===== config.mk =====
export PLATFORM = sky130hd
export DESIGN_NAME = frame_flip_responder
export DESIGN_NICKNAME = d
export VERILOG_FILES = /design/src/rtl/frame_flip_responder.sv
export SDC_FILE = /design/constraint.sdc
export NUM_CORES = 1
export LEC_CHECK = 0
export ABC_AREA = 1
export ABC_CLOCK_PERIOD_IN_PS = 1700
export CELL_PAD_IN_SITES_DETAIL_PLACEMENT = 0
export CELL_PAD_IN_SITES_GLOBAL_PLACEMENT = 1
export CORE_MARGIN = 2
export CORE_UTILIZATION = 23
export CTS_CLUSTER_DIAMETER = 30
export CTS_CLUSTER_SIZE = 10
export DETAILED_ROUTE_END_ITERATION = 8
export GPL_ROUTABILITY_DRIVEN = 0
export PLACE_DENSITY_LB_ADDON = 0.25
export REMOVE_ABC_BUFFERS = 1
export SKIP_CTS_REPAIR_TIMING = 1
export SLEW_MARGIN = 20
export SYNTH_ARGS = -nofsm -noshare
export SYNTH_HDL_FRONTEND = slang
export SYNTH_SLANG_ARGS = --single-unit

===== constraint.sdc =====
create_clock -name Clk -period 1.7 [get_ports Clk]
set_input_delay 0.34 -clock Clk [delete_from_list [all_inputs] [get_ports Clk]]
set_output_delay 0.34 -clock Clk [all_outputs]
set_load 0.02 [all_outputs]

===== src/rtl/frame_flip_responder.sv =====
// Blitter-side consumer of the page-flip handshake: waits for vertical blank, swaps the
// front/back frame buffers, optionally clears the new back buffer, then acknowledges.
module frame_flip_responder #(
  parameter int                ADDR_W      = 19,
  parameter int                DATA_W      = 16,
  parameter int                CLEAR_WORDS = 307200,
  parameter logic [DATA_W-1:0] CLEAR_COLOR = '0,
  parameter bit                CLEAR_EN    = 1'b1,
  parameter int                ACK_CYCLES  = 2
) (
  input  logic              Clk,
  input  logic              Reset,
  input  logic              Status,
  input  logic              VBlank,
  input  logic              Clr_Gnt,
  output logic              Flip_Blitter,
  output logic              Front_Sel,
  output logic              Clr_Buf,
  output logic [ADDR_W-1:0] Clr_Addr,
  output logic [DATA_W-1:0] Clr_Data,
  output logic              Clr_WE,
  output logic              Busy
);

  localparam logic [2:0] ST_IDLE     = 3'd0;
  localparam logic [2:0] ST_WAIT_VB  = 3'd1;
  localparam logic [2:0] ST_SWAP     = 3'd2;
  localparam logic [2:0] ST_CLEAR    = 3'd3;
  localparam logic [2:0] ST_ACK      = 3'd4;
  localparam logic [2:0] ST_WAIT_LOW = 3'd5;

  localparam int                ACK_W     = (ACK_CYCLES > 1) ? $clog2(ACK_CYCLES) : 1;
  localparam logic [ADDR_W-1:0] LAST_ADDR = ADDR_W'(CLEAR_WORDS - 1);
  localparam logic [ACK_W-1:0]  LAST_ACK  = ACK_W'(ACK_CYCLES - 1);

  logic [2:0]        state_q,   state_d;
  logic              front_q,   front_d;
  logic [ADDR_W-1:0] cnt_q,     cnt_d;
  logic [ACK_W-1:0]  ack_cnt_q, ack_cnt_d;
  logic              vb_q,      vb_d;
  logic              vb_rise;

  // Edge against the previous sample only; vb_q resets high so a blank already in
  // progress when reset releases is not mistaken for a fresh edge.
  assign vb_rise = VBlank & ~vb_q;

  always_comb begin
    // NOTE: every _d gets a default before the case so no path leaves one unassigned,
    // which would otherwise infer a latch.
    state_d   = state_q;
    front_d   = front_q;
    cnt_d     = cnt_q;
    ack_cnt_d = ack_cnt_q;
    vb_d      = VBlank;

    case (state_q)
      ST_IDLE: begin
        if (Status) state_d = ST_WAIT_VB;
      end

      ST_WAIT_VB: begin
        if (vb_rise) state_d = ST_SWAP;
      end

      ST_SWAP: begin
        front_d   = ~front_q;
        cnt_d     = '0;
        ack_cnt_d = '0;
        state_d   = CLEAR_EN ? ST_CLEAR : ST_ACK;
      end

      ST_CLEAR: begin
        // Without a grant the address is simply held and the write stays requested.
        if (Clr_Gnt) begin
          if (cnt_q == LAST_ADDR) begin
            cnt_d   = '0;
            state_d = ST_ACK;
          end else begin
            cnt_d = cnt_q + ADDR_W'(1);
          end
        end
      end

      ST_ACK: begin
        if (ack_cnt_q == LAST_ACK) begin
          ack_cnt_d = '0;
          state_d   = ST_WAIT_LOW;
        end else begin
          ack_cnt_d = ack_cnt_q + ACK_W'(1);
        end
      end

      ST_WAIT_LOW: begin
        // Holding here until the flag drops guarantees one flip per request.
        if (!Status) state_d = ST_IDLE;
      end

      default: state_d = ST_IDLE;
    endcase
  end

  always_ff @(posedge Clk) begin
    if (Reset) begin
      state_q   <= ST_IDLE;
      front_q   <= 1'b0;
      cnt_q     <= '0;
      ack_cnt_q <= '0;
      vb_q      <= 1'b1;
    end else begin
      // NOTE: non-blocking assignments so every flop updates from pre-edge values.
      state_q   <= state_d;
      front_q   <= front_d;
      cnt_q     <= cnt_d;
      ack_cnt_q <= ack_cnt_d;
      vb_q      <= vb_d;
    end
  end

  assign Front_Sel    = front_q;
  assign Clr_Buf      = ~front_q;
  assign Clr_Addr     = cnt_q;
  assign Clr_Data     = CLEAR_COLOR;
  assign Clr_WE       = (state_q == ST_CLEAR);
  assign Flip_Blitter = (state_q == ST_ACK);
  assign Busy         = (state_q != ST_IDLE);

endmodule


==> results of run 1 <==
[worst register-to-register path, cell delays in order (launching register included)]
cell	delay (ns)
dfxtp_2	0.36
ha_1	0.17
nand2_1	0.08
nor2_1	0.12
nand2_2	0.10
nor2_4	0.12
nand2_1	0.08
nand2_2	0.07
buf_4	0.13
nand3_1	0.07
nand2_1	0.08
nor2_1	0.04
[routing by layer]
| metal | wire length (um) | track usage, % |
|---|---|---|
| met3 | 136 | 2.85 |
| met2 | 1540 | 16.5 |
| met1 | 1730 | 13.8 |
| met5 | 0 | 0 |
| met4 | 30 | 2.45 |
[through the flow]
step                      power [mW]  std cells  setup WS (ns)
final                           1.83        340         0.0553
after CTS                       1.86        340         -0.238
after global placement          1.49        336        -0.0355
after global routing            1.97        340        0.00117
after detailed placement        1.48        336        -0.0387
after floorplan                 1.16        221         0.0451
[state kept, by name, summed over array words and instances, names as in the netlist]
signal	count
state_q	3
ack_cnt_q	1
Clr_Addr	19
vb_q	1
Front_Sel	1
[logic make-up (layout without fill, tap and decap cells)]
family,count (synthesis),in the layout,share of synthesized area [%]
fa+ha+maj,1,1,0.833
flops,25,25,33.3
buf+inv,51,74,17.8
xor+xnor,5,5,2.92
other cells,1,16,0.250
simple gates,123,123,37.4
compound gates,19,19,7.42
[worst max path at each step]
stage / start / to / slack [ns] / cells past startpoint
global placement: VBlank / state_q[1] / -0.04 / 10
floorplan: Clr_Addr[0] / Clr_Addr[11] / 0.05 / 10
CTS: state_q[0] / Flip_Blitter / -0.24 / 4
finish: Clr_Addr[4] / Clr_Addr[4] / 0.06 / 1
detailed placement: VBlank / state_q[1] / -0.04 / 10
global route: Clr_Addr[4] / Clr_Addr[4] / 0.001 / 1
[placed cells by master (no fill, tap or decap), types with 2 or more instances in the layout]
| cell type | netlist | routed |
|---|---|---|
| o21ai_1 | 2 | 2 |
| o21ai_0 | 5 | 5 |
| xor2_1 | 5 | 5 |
| clkdlybuf4s50_1 | 0 | 18 |
| a21oi_1 | 9 | 9 |
| dfxtp_1 | 25 | 24 |
| dlymetal6s2s_1 | 0 | 10 |
| buf_4 | 16 | 9 |
| conb_1 | 1 | 16 |
| inv_1 | 31 | 31 |
| nand4_1 | 8 | 8 |
| nand2_1 | 47 | 47 |
| nor3_1 | 6 | 6 |
| nand3_2 | 2 | 2 |
| nand3_1 | 17 | 17 |
| nor2_1 | 32 | 32 |
| clkbuf_8 | 0 | 3 |
| nand2_2 | 4 | 4 |
[power by group]
part           internal, mW  leakage, nW  switching, mW  total [mW]
clock network         0.168       0.0228          0.196       0.364
logic                 0.322        0.757          0.456       0.778
registers             0.645        0.203         0.0416       0.687
total                  1.13        0.983          0.694        1.83
[cell type report]
| type | instances | area share [%] |
|---|---|---|
| Clock buffer | 4 | 2.30 |
| Inverter | 32 | 6.15 |
| Multi-Input combinational cell | 164 | 40.8 |
| Sequential cell | 25 | 25.7 |
| Tap cell | 77 | 4.93 |
| Timing Repair Buffer | 38 | 20.1 |
==> impl_metrics.toml, run 1 <==
[run_status]
run_status = "completed"

[placement]
dp_hpwl_mm = 2.66
port_buffers = 28
dpl_cell_area_um2 = 1870

[clock_network]
cts_buffer_depth = 2
clkSinkCount = 25
clk_pin_slew_ns = 0.09
cts_made_buffers = 3
clock-root-buffer = "clkbuf_8"
cts_tree = "yes"
clock_latency_ns = 0.27
cts-htree-levels = 1

[global_routing]
overflow = 0
grt_usage_pct = 10.3
grt_start_max_net_pins = 23
grt_antenna_before_repair = 0
grt_pass1_wl_mm = 6.00
first_global_vias = 1318

[worst_setup_path]
slowest_stage = "clkdlybuf4s50_1"
r2r_slack_ns = 0.20
crit_arrival_ns = 1.30
critPathKind = "reg -> out"
reg2reg_from = "Clr_Addr[1]"
crit_family = "buffers and inverters"
crit_chain = "clkdlybuf4s50_1"
startpoint_type = "flop"
r2r-end = "state_q[1]"
cp_slowest_stage_delay_ns = 0.63
timing.critical_path.buf_inv = 1
cp_max_fo = 4
critPathCaptureType = "primary output"
r2r_cells = 11
critPathRequiredTime_ns = 1.36

[timing]
setup_tns_ns = 0
fmax_ghz = 0.608
finalMaxSlewViolations = 0
fin_crit_sh_pct = 96.7
period_minus_slack_ns = 1.64
rsz0062_at_grt = "false"
fin_skew_ns = 0.00159
final_hold_viol_count = 0
hold-worst-slack_ns = 0.497
setup_viol = 0

[synth]
yosysUniqueCellTypes = 29
synth.most_common_cell = "nand2_1"
synthTopCellsByArea = "dfxtp_1, nand2_1, buf_4"
synthCells = 225
yosysSeqAreaShare_pct = 33.3
synth_top_area_share_pct = 33.3
ys_ff_latch = 25
async_flop_share_pct = 0
synth_edf_count = 0
ys.flop_type = "dfxtp_1"
avgSynthCellArea_um2 = 6.67
synth_commonest_cells = "nand2_1, nor2_1, inv_1"
synth_area_um2 = 1500
synth_top_area_cell = "dfxtp_1"
ys_warn_count = 0

[finish]
final_nets = 270
regArea_um2 = 502
diodes = 0
multi_input_area_um2 = 798
n_fill_cell = 714
design_area_um2 = 1950
drive_gt1_share_pct = 9.89
syn_to_final_growth_pct = 30.2
final_core_util_pct = 31.0

[detailed_routing]
ant_nets = 0
via_per_inst = 4.07
dr_total_vias = 1384
wirelength_mm = 3.44
drt-initial-drc-count = 67
firstDrtPassIters = 4
routedWlPerCell_um = 10.1
drc = 0

[worst_hold_path]
worstHoldPathCells = 2
hold_start = "ack_cnt_q"
hold_path_class = "reg -> reg"
hold_end = "ack_cnt_q"

[floorplan]
die_y_um = 84.8
fp.coreArea_um2 = 6310
dieArea_um2 = 7190
initial_core_util_pct = 23.8
ios = 45
row_count = 29
die_width_um = 84.8

[power]
ir_worst_vdd_v = 0.000559
p_leak_nw = 0.983
p_per_area_nw_per_um2 = 936

[job]
maxCapViolCount = 0
No activity file was read; power rests on OpenSTA's default activity.
==> run 2: changes to the inputs <==
DONT_BUFFER_PORTS = 1   (was unset)
SLEW_MARGIN = 0   (was 20)
TNS_END_PERCENT = 5   (was unset)
==> run 2 against run 1 <==
  * Count of clock-buffer cells in the layout stayed put
  * Critical endpoint is now Clr_WE
  * Setup slack better by 0.091 ns
  * Critical path type unchanged
  * Die area stayed put
==> impl_metrics.toml, run 2 (synthesized netlist as in run 1, its figures left out) <==
[clock_network]
clock-root-buffer = "clkbuf_8"
cts-htree-levels = 1
cts_made_buffers = 3
clkSinkCount = 25
clock_latency_ns = 0.27
cts_buffer_depth = 2
cts_tree = "yes"
clk_pin_slew_ns = 0.09

[timing]
final_hold_viol_count = 0
setup_viol = 0
layout_setup_ws_ns = 0.146
period_minus_slack_ns = 1.55
fin_skew_ns = 0.00631
worstMarginPinSlew_ns = 0.511
finalMaxSlewViolations = 0
setup_tns_ns = 0
fin_crit_sh_pct = 91.4
hold-worst-slack_ns = 0.122
slew_headroom_pct = 65.9
rsz0062_at_grt = "false"
fmax_ghz = 0.643

[detailed_routing]
ant_nets = 0
drt-initial-drc-count = 55
wirelength_mm = 3.84
routedWlPerCell_um = 11.7
via_per_inst = 4.22
dr_total_vias = 1380
drc = 0
firstDrtPassIters = 4

[floorplan]
fp.coreArea_um2 = 6310
die_y_um = 84.8
die_width_um = 84.8
dieArea_um2 = 7190
row_count = 29
ios = 45
initial_core_util_pct = 23.8

[finish]
layout_commonest_cell = "nand2_1"
layout_common_cells = "nand2_1, nor2_1, inv_1"
drive_gt1_share_pct = 16.0
syn_to_final_growth_pct = 18.8
final_core_util_pct = 28.2
largest_reg_flops = 19
diodes = 0
final_nets = 257

[worst_setup_path]
cp_slowest_stage_delay_ns = 0.34
startpoint_type = "flop"
cp_max_fo = 8
crit_arrival_ns = 1.21
crit_cells = 4
r2r_cells = 10
critPathRequiredTime_ns = 1.36
crit_family = "buffers and inverters"
critPathKind = "reg -> out"
cp-endpoint = "Clr_WE"
crit_chain = "inv_2 > nand3_2 > inv_1 > buf_4"
critPathLaunch = "state_q[2]"
slowest_stage = "dfxtp_1"
r2r_slack_ns = 0.21
r2r-end = "Clr_Addr[14]"
timing.critical_path.buf_inv = 3
critPathCaptureType = "primary output"
reg2reg_from = "Clr_Addr[1]"

[global_routing]
grt_usage_pct = 10.7
grt_pass1_wl_mm = 6.24
overflow = 0
first_global_vias = 1274
grt_start_max_net_pins = 23
grt_antenna_before_repair = 0

[power]
ir_worst_vdd_v = 0.000515
p_per_area_nw_per_um2 = 977
p_leak_nw = 0.799
fin_total_pwr_mw = 1.74

[worst_hold_path]
hold_start = "Reset"
hold_path_class = "in -> reg"

[placement]
port_buffers = 0
dp_hpwl_mm = 2.87
dpl_worst_slack_ns = 0.134

[job]
maxCapViolCount = 0

[run_status]
run_status = "completed"
==> run 2: cell types whose count changed in the layout (fill, tap and decap cells not counted), sizes merged <==
cell           previous run  this run
nand2                    52        53
buf                      10        24
clkdlybuf4s50            18         0
dlymetal6s2s             10         0
==> run 2: layout make-up <==
cell class                 instances  area (um^2)
timing repair buffer              24          193
multi-input combinational        165          828
tap                               77         96.3
sequential                        25          500
fill                             719         4530
clock buffer                       4         45.0
inverter                          32          120
==> run 2: report_power, final <==
group / switching, mW / internal, mW / leakage (nW)
Sequential: 0.0570 / 0.643 / 0.203
Clock: 0.201 / 0.168 / 0.0228
Combinational: 0.454 / 0.219 / 0.573
==> run 2: layer usage <==
| layer | wire [um] | part of all wire, % | up-vias | track usage [%] |
|---|---|---|---|---|
| met1 | 1810 | 47 | 616 | 13.9 |
| met3 | 199 | 5.2 | 5 | 3.44 |
| met2 | 1800 | 47 | 31 | 17.5 |
| met5 | 0 | 0 | - | 0 |
| li1 | - | - | 728 | - |
| met4 | 24 | 0.63 | 0 | 2.16 |
==> run 2: through the flow <==
| stage | cell area (um^2) | instances |
|---|---|---|
| floorplan | 1410 | 221 |
| global placement | 1700 | 322 |
| detailed placement | 1700 | 322 |
| CTS | 1740 | 326 |
| global route | 1780 | 327 |
| finish | 1780 | 327 |
==> run 2: worst min path at each step <==
stage | to | slack (ns) | cells after the start
6_report | Clr_Addr[6] | 0.12 | 1
5_1_grt | Clr_Addr[6] | 0.10 | 1
4_1_cts | Clr_Addr[6] | 0.11 | 1
3_5_place_dp | Clr_Addr[6] | 0.41 | 1
3_3_place_gp | Clr_Addr[6] | 0.41 | 1
2_1_floorplan | Clr_Addr[6] | 0.41 | 1
==> run 3: changes to the inputs <==
==> constraint.sdc (replaced) <==
create_clock -name Clk -period 1.7 [get_ports Clk]
set_input_delay 0.51 -clock Clk [delete_from_list [all_inputs] [get_ports Clk]]
set_output_delay 0.51 -clock Clk [all_outputs]
set_load 0.02 [all_outputs]
==> run 3 against run 2 <==
  * Total power fell by 2.3%
  * Non-clock buffer count stayed put
  * Utilization is 0.44 points lower
  * Sequential power barely moved
  * Setup slack got worse by 0.090 ns
  * Largest cell class unchanged
  * Global-route usage unchanged
  * Fmax is 5.5% lower
  * First-iteration DRC count shrank 20%
  * Critical endpoint unchanged
  * Cell area decreased by 1.5%
  * Routed wire length down 3.9%
  * Critical path depth stayed put
  * Register-to-register slack lost 0.02 ns
==> impl_metrics.toml, run 3 (synthesized netlist as in run 1, its figures left out) <==
[run_status]
run_status = "completed"

[placement]
dpl_cell_area_um2 = 1700
dp_hpwl_mm = 2.87
port_buffers = 0
dpl_worst_slack_ns = 0.134

[worst_setup_path]
r2r_slack_ns = 0.19
critPathCaptureType = "primary output"
cp_common_cell = "inv_2"
critPathRequiredTime_ns = 1.19
startpoint_type = "flop"
r2r-end = "Clr_Addr[14]"
timing.critical_path.buf_inv = 3
cp_max_fo = 8
crit_family = "buffers and inverters"
crit_arrival_ns = 1.13
r2r_cells = 10
critPathKind = "reg -> out"
crit_chain = "inv_2 > nand3_2 > inv_2 > buf_4"
cp_slowest_stage_delay_ns = 0.34
reg2reg_from = "Clr_Addr[1]"
slowest_stage = "dfxtp_1"

[timing]
hold-worst-slack_ns = 0.292
final_hold_viol_count = 0
layout_setup_ws_ns = 0.0559
period_minus_slack_ns = 1.64
fin_skew_ns = 0.00468
finalMaxSlewViolations = 0
rsz0062_at_grt = "true"
setup_tns_ns = 0
fin_crit_sh_pct = 96.7
fmax_ghz = 0.608
setup_viol = 0

[detailed_routing]
met1_length_mm = 1.77
dr_total_vias = 1357
routedWlPerCell_um = 11.3
ant_nets = 0
firstDrtPassIters = 4
drt-initial-drc-count = 44
drc = 0
via_per_inst = 4.16
wl_met3_um = 200
top_layer_used = "met4"
route.met2.wl_mm = 1.69
wirelength_mm = 3.69

[finish]
design_area_um2 = 1760
syn_to_final_growth_pct = 16.9
final_nets = 256
layout_commonest_cell = "nand2_1"
drive_gt1_share_pct = 16.9
largest_reg_flops = 19
layout_common_cells = "nand2_1, nor2_1, inv_1"
diodes = 0

[power]
p_int_mw = 1.02
p_leak_nw = 0.785
switchingPower_mw = 0.685
pwr-share-comb_pct = 37.3
seqPwrFrac_pct = 41.1
p_per_area_nw_per_um2 = 970
ir_worst_vdd_v = 0.000520
power_frac_clock_pct = 21.6
swShare_pct = 40.2

[clock_network]
cts-htree-levels = 1
cts_tree = "yes"
cts_made_buffers = 3
clock_latency_ns = 0.27
clock-root-buffer = "clkbuf_8"
clk_pin_slew_ns = 0.09
clkSinkCount = 25
cts_buffer_depth = 2

[global_routing]
overflow = 0
first_global_vias = 1274
grt_start_max_net_pins = 23
grt_usage_pct = 10.7
grt_antenna_before_repair = 0
grt_pass1_wl_mm = 6.24

[floorplan]
fp.coreArea_um2 = 6310
dieArea_um2 = 7190
row_count = 29
die_width_um = 84.8
ios = 45
die_y_um = 84.8
initial_core_util_pct = 23.8

[worst_hold_path]
hold_end = "Clr_Addr[6]"
hold_start = "Reset"
hold_path_class = "in -> reg"
worstHoldPathCells = 1

[job]
maxCapViolCount = 0
## run 3: final cells by class
| class | instances | area (um^2) |
|---|---|---|
| inverters | 32 | 120 |
| multi-input cells | 164 | 801 |
| repair buffers | 24 | 193 |
| flip-flops and latches | 25 | 500 |
| clock buffers | 4 | 45.0 |
| well taps | 77 | 96.3 |
| fillers | 724 | 4560 |
## run 3: how the worst max path moves through the flow
stage,start,endpoint,slack [ns],cells after the start
after floorplan,Clr_Addr[0],Clr_Addr[11],0.05,10
after detailed placement,Clr_Addr[1],Clr_Addr[17],0.13,10
after CTS,state_q[1],Clr_WE,-0.009,3
after global placement,Clr_Addr[0],Clr_Addr[0],0.19,10
final,state_q[2],Clr_WE,0.06,4
after global routing,state_q[1],Flip_Blitter,-0.04,3
## run 3: power by group through the flow
stage / sequential [mW] / combinational [mW] / clock [mW]
floorplan: 0.733 / 0.430 / 0
global placement: 0.714 / 0.639 / 0
detailed placement: 0.714 / 0.631 / 0
CTS: 0.701 / 0.633 / 0.384
global route: 0.709 / 0.720 / 0.418
finish: 0.700 / 0.635 / 0.368
## run 3: routing by layer
metal | up-vias | GRT usage (%)
met2 | 33 | 17.5
met5 | - | 0
li1 | 725 | -
met3 | 5 | 3.44
met4 | 0 | 2.16
met1 | 594 | 13.9
## run 3: per-stage QoR
step / total power [mW] / utilization (%) / cells
2_1_floorplan: 1.16 / - / 221
3_5_place_dp: 1.35 / 26.9 / 322
4_1_cts: 1.72 / 27.6 / 326
5_1_grt: 1.85 / 27.8 / 326
6_report: 1.70 / 27.8 / 326
3_3_place_gp: 1.35 / 26.9 / 322
